--- src/rtl/fifo_rd_stream_if.sv ---
// Valid/ready stream carrying words popped from the read side of the dual-clock FIFO.
interface fifo_rd_stream_if #(
  parameter int unsigned DATA_W = 8
);
  logic              m_valid;
  logic              m_ready;
  logic [DATA_W-1:0] m_data;
  logic              m_last;

  modport master (output m_valid, output m_data, output m_last, input m_ready);
  modport slave  (input m_valid, input m_data, input m_last, output m_ready);
endinterface

--- src/rtl/fifo_rd_stream.sv ---
// Read-side FIFO drain: issues pops, captures the registered FIFO output into a
// 2-entry skid buffer and presents it as a packetised valid/ready stream.
module fifo_rd_stream #(
  parameter int unsigned DATA_W  = 8,
  parameter int unsigned PKT_LEN = 4,
  parameter int unsigned CNT_W   = 16
) (
  input  logic              clk_r,
  input  logic              rst_n,
  input  logic              en,
  input  logic              fifo_empty,
  output logic              fifo_r_en,
  input  logic [DATA_W-1:0] fifo_data,
  fifo_rd_stream_if.master  m,
  output logic [CNT_W-1:0]  word_cnt,
  output logic              busy
);

  localparam logic [7:0]       PKT_LAST = 8'(PKT_LEN - 1);
  localparam logic [CNT_W-1:0] CNT_ONE  = CNT_W'(1);

  logic [DATA_W-1:0] skid [2];
  logic              rd_ptr;
  logic              wr_ptr;
  logic              inflight;
  logic [1:0]        occ;
  logic [7:0]        pkt_cnt;
  logic              take;
  logic [1:0]        committed;

  always_comb begin
    m.m_valid = (occ != '0);
    m.m_data  = skid[rd_ptr];
    m.m_last  = m.m_valid && (pkt_cnt == PKT_LAST);
    take      = m.m_valid && m.m_ready;
    // Slots already spoken for once this cycle's take retires; never exceeds 2.
    committed = occ + {1'b0, inflight} - {1'b0, take};
    // rst_n gate keeps the pop request low for the whole reset window.
    fifo_r_en = rst_n && en && !fifo_empty && (committed < 2'd2);
    busy      = (occ != '0) || inflight;
  end

  always_ff @(posedge clk_r or negedge rst_n) begin
    if (!rst_n) begin
      skid[0]  <= '0;
      skid[1]  <= '0;
      rd_ptr   <= 1'b0;
      wr_ptr   <= 1'b0;
      inflight <= 1'b0;
      occ      <= '0;
      pkt_cnt  <= '0;
      word_cnt <= '0;
    end else begin
      inflight <= fifo_r_en;
      // FIFO output holds the word popped on the previous edge.
      if (inflight) begin
        skid[wr_ptr] <= fifo_data;
        wr_ptr       <= ~wr_ptr;
      end
      if (take) begin
        rd_ptr   <= ~rd_ptr;
        pkt_cnt  <= (pkt_cnt == PKT_LAST) ? '0 : pkt_cnt + 8'd1;
        word_cnt <= word_cnt + CNT_ONE;
      end
      occ <= occ + {1'b0, inflight} - {1'b0, take};
    end
  end

endmodule
--- src/flat_wrapper.sv ---
// flat-port wrapper written by rule: the top's interface ports become plain ports
module fifo_rd_stream_flat 
#(
  parameter int unsigned DATA_W  = 8,
  parameter int unsigned PKT_LEN = 4,
  parameter int unsigned CNT_W   = 16
)
  (clk_r, rst_n, en, fifo_empty, fifo_r_en, fifo_data, word_cnt, busy, m_m_valid, m_m_data, m_m_last, m_m_ready);
  fifo_rd_stream_if #(.DATA_W(DATA_W)) m_i ();
  input  logic clk_r;
  input  logic rst_n;
  input  logic en;
  input  logic fifo_empty;
  output logic fifo_r_en;
  input  logic [DATA_W-1:0] fifo_data;
  output logic [CNT_W-1:0] word_cnt;
  output logic busy;
  output wire logic [$bits(m_i.m_valid)-1:0] m_m_valid;
  output wire logic [$bits(m_i.m_data)-1:0] m_m_data;
  output wire logic [$bits(m_i.m_last)-1:0] m_m_last;
  input wire logic [$bits(m_i.m_ready)-1:0] m_m_ready;
  assign m_m_valid = m_i.m_valid;
  assign m_m_data = m_i.m_data;
  assign m_m_last = m_i.m_last;
  assign m_i.m_ready = m_m_ready;
  fifo_rd_stream #(.DATA_W(DATA_W), .PKT_LEN(PKT_LEN), .CNT_W(CNT_W)) u_core (.clk_r(clk_r), .rst_n(rst_n), .en(en), .fifo_empty(fifo_empty), .fifo_r_en(fifo_r_en), .fifo_data(fifo_data), .m(m_i), .word_cnt(word_cnt), .busy(busy));
endmodule
--- config.mk ---
export PLATFORM = sky130hd
export DESIGN_NAME = fifo_rd_stream_flat
export DESIGN_NICKNAME = d
export VERILOG_FILES = /design/src/rtl/fifo_rd_stream_if.sv /design/src/rtl/fifo_rd_stream.sv /design/src/flat_wrapper.sv
export SDC_FILE = /design/constraint.sdc
export NUM_CORES = 1
export LEC_CHECK = 0
export CAP_MARGIN = 5
export CORE_MARGIN = 4
export CORE_UTILIZATION = 35
export DETAILED_ROUTE_END_ITERATION = 7
export GPL_ROUTABILITY_DRIVEN = 0
export PLACE_DENSITY = 0.66
export SLEW_MARGIN = 10
export SYNTH_ARGS = -nofsm -noshare
export SYNTH_HDL_FRONTEND = slang
export SYNTH_SLANG_ARGS = --single-unit
--- constraint.sdc ---
create_clock -name clk_r -period 5.06 [get_ports clk_r]
set_input_delay 1.265 -clock clk_r [delete_from_list [all_inputs] [get_ports clk_r]]
set_output_delay 1.265 -clock clk_r [all_outputs]
set_load 0.03 [all_outputs]
### Word level (Yosys, flattened, before mapping)

Cells that the tools add are included.
Widths: inputs -> output; s select.

* flip-flop bits (word level): 45
* word-level logic and storage cells: 37

* add/subtract/negate cells: 4
* order comparisons: 4
* eq/ne operators: 1
* multiplexer cells: 7
* bitwise operators: 4
* reduce and logical (&&, ||, !) cells: 9

Operators with widths (number)
* $mux 8: 5
* $add 16x1->16 const B: 1
* $bwmux 16: 1
* $add 8x1->8 const B: 1
* $demux 8 s1: 1
* $eq 8x2->1 const B: 1
* $logic_and 1x1->1: 6
* $ge 2x2->1 const B: 2
* $not 1->2: 2
* $add 2x1->2: 1
* $lt 2x1->1 const B: 1
* $lt 2x2->1 const B: 1
* $not 1->1: 2
* $reduce_bool 2->1: 1
* $sub 2x1->2: 1
* $logic_not 1->1: 1
* $logic_or 1x1->1: 1

### Longest topological paths before layout

* depth after elaboration: 6
* depth in mapped cells: 9
* gate-level depth less buffers: 8

### Worst setup path after synthesis

Ideal clock, no wire load.

* kind: input port to output port
* start: input port m_m_ready
* end: output port fifo_r_en
* arrival: 3069 ps
* data required time: 3795 ps
* slack: 726 ps
* stages: 9
* cell sequence: o21ai_2 buf_6 inv_2 ha_1 inv_1 ha_1 xnor2_1 xnor2_1 nor3_1

* longest elaborated chain between the ends: 4

RTL lines
* start, declared: line flat_wrapper.sv:21 `input wire logic [$bits(m_i.m_ready)-1:0] m_m_ready;`
* $logic_and 1x1->1: line fifo_rd_stream.sv:35 `take = m.m_valid && m.m_ready;`
* via u_core.take: line fifo_rd_stream.sv:28 `logic take;`
* $sub 2x1->2: line fifo_rd_stream.sv:37 `committed = occ + {1'b0, inflight} - {1'b0, take};`
* via u_core.committed[1]: line fifo_rd_stream.sv:29 `logic [1:0] committed;`
* $lt 2x2->1: line fifo_rd_stream.sv:39 `fifo_r_en = rst_n && en && !fifo_empty && (committed < 2'd2);`
* $logic_and 1x1->1: line fifo_rd_stream.sv:39
* end, declared: line flat_wrapper.sv:14 `output logic fifo_r_en;`

The timed path passes the listed nets, and every way through them passes these cells.

### Worst setup path after layout

Same ends and word-level chain as after synthesis.

==> run metrics <==
diode count 0; Placed Cells incl. Taps approximately 270; layout overhead on the synthesized area 29.70%; insertion delay to the later sink of the worst-skew pair a little under 0.3 ns; Pwr per Cell Area 587.3 nW/µm²; pre-CTS WS approximately 0.7 ns; Post-synth top cells dfrtp_1, mux2_2, xnor2_1; final net count 220; final instance area 2618 µm²; Leakage about 1.1 nW; Final Routed Wirelength 3644 µm; full die area between 7000 and 8000 µm²; flops & latches, synth 45; die height approximately 84 µm; Max-Slew Margin vs Limit 0.6291; top-count cell post-synth dfrtp_1; Starting Density 0.3643; highest metal used met4; worst path arrival time roughly 3.1 ns; Slew @ Worst Pin ~0.56 ns; core area around 5500 µm²; WHS ~0.47 ns; first-pass GRT wire length between 6000 and 7000 µm; hold wc startpoint u_core.word_cnt[15]; Mapped Cells approximately 160; post-synth top area share 0.5580; Reg clk slew, reported paths around 0.08 ns; RR Startpoint u_core.occ[1]; Die X 83.94 µm; Post-CTS Resized 0; CP startpoint kind input port; crit path capture fifo_r_en; routed vias/inst between 4 and 5; worst vdd ir about 0.29 mV; CTS Root Buffer Type clkbuf_8; Num CTS Buffers 5; row cnt 27; initial antenna violation count 0; Req. time, crit path approximately 3.8 ns; r2r endpoint u_core.inflight; largest cells by area after synthesis dfrtp_1, mux2_2, xnor2_1; final slew viol count 0; flop-to-flop setup slack around 3.3 ns; RSZ-0062 raised after global routing no; EDFF count, synth 0; GRT Util Overall 0.1155; H-tree lvl count 2; warnings from Yosys 0; cts hold-fix bufs 0; Avg Cell Area, Syn 12.94 µm²; top_reg_cell synth dfrtp_1; DR vias between 1000 and 1500; largest area contributor in the netlist dfrtp_1; final hold violations 0; endpoints failing setup 0; Setup Buffers After CTS 0; R2R depth 8; share of cells above drive strength 1 0.2304; DRT Pass-1 Iters 4; Setup CP Type input port to primary output; Max FO, Critical Path 8; Routed met2 length 1606 µm; Placed Area around 2500 µm²; CTS tree built; Tcrit/Tclk final 0.8573; WL met3 roughly 230 µm; fmax 0.2305 GHz; Post-DP HPWL between 2000 and 3000 µm; I/O pins 41; Synth async-reset ratio 1.000; CTS Buffer Depth 2; outcome finished clean; min-delay worst type register to register; DRT antenna net count 0; DRC viols 0; syn nets approximately 170; post-route worst setup slack between 0.7 and 0.8 ns; cell area after synthesis 2018 µm²; total gr overflow 0; clk_skew 0.006812 ns; count of cell types in the netlist 27; setup_tns 0 ns; fin util 0.4724; M1 WL 1747 µm; maxcap violations 0; pin count of the biggest net entering global routing 46; worst setup path start m_m_ready; Filler cells ~530; Sink Count 45; Starting DRT DRC Count 46; CP endpoint kind primary output; number of global-route vias before repair 1367; post-layout total power about 1.5 mW; Non-Filler Instances around 280; IO buf count 40; sequential area share after synthesis 0.5580; routed len/inst approximately 13 µm; Tmin final between 4 and 5 ns
==> layer usage <==
metal	GRT usage	vias up
met5	0	-
met4	0.03947	0
met3	0.04442	6
met2	0.1786	30
met1	0.1478	624
li1	-	630
==> where the power goes <==
part           internal [mW]  switching (mW)  leakage, nW
clock network          0.161           0.118       0.0585
logic                  0.326           0.321        0.490
registers              0.488           0.123        0.565
total                  0.975           0.562         1.11
==> layout make-up <==
cell class | instances | area, µm² | share of cell area
tap | 72 | 90.09 | 0.03442
clock buffer | 7 | 86.33 | 0.03298
multi-input combinational | 105 | 862.1 | 0.3294
sequential | 45 | 1126 | 0.4302
clock inverter | 1 | 30.03 | 0.01147
inverter | 4 | 15.01 | 0.005736
timing repair buffer | 42 | 407.9 | 0.1558
==> worst min path at each step <==
stage,cells past startpoint,to,slack [ns]
3_5_place_dp,1,u_core.word_cnt[15],0.47
5_1_grt,1,u_core.skid[7],0.53
4_1_cts,1,u_core.word_cnt[15],0.48
3_3_place_gp,1,u_core.word_cnt[15],0.47
6_report,1,u_core.word_cnt[15],0.47
2_1_floorplan,1,u_core.pkt_cnt[7],0.45
==> sequential cells by signal, summed over array words and instances, names as in the netlist <==
name,count
u_core.wr_ptr,1
u_core.pkt_cnt,8
u_core.inflight,1
u_core.skid,16
u_core.word_cnt,16
u_core.rd_ptr,1
u_core.occ,2
==> placed cells by master, fill, tap and decap left out, types with 2 or more instances in the layout <==
cell / count
dfrtp_1: 45
clkdlybuf4s50_1: 38
mux2_2: 24
xnor2_1: 19
nand2_1: 15
nand3_1: 9
clkbuf_8: 6
xor2_1: 5
nor2_1: 5
nand4_1: 4
ha_1: 4
inv_1: 3
nor3_1: 3
buf_4: 3
or2_2: 2
nor4_4: 2
a21o_1: 2
nor4_2: 2
==> cells by family (layout without fill, tap and decap cells) <==
group | after synthesis | in the layout | synth area share
flops | 45 | 45 | 0.5580
xor+xnor | 24 | 24 | 0.1042
mux | 24 | 24 | 0.1339
fa+ha+maj | 4 | 4 | 0.02480
buf+inv | 6 | 54 | 0.01487
simple gates | 50 | 50 | 0.1525
compound gates | 3 | 3 | 0.01178
==> critical path: stages <==
cell and delay (ns):
clkdlybuf4s50_1 0.41, o21ai_2 0.07, inv_2 0.10, ha_1 0.28
inv_1 0.04, ha_1 0.17, xnor2_1 0.19, xnor2_1 0.11
nor3_1 0.23, buf_4 0.20
Note: power is estimated with default switching activity, not from simulation.
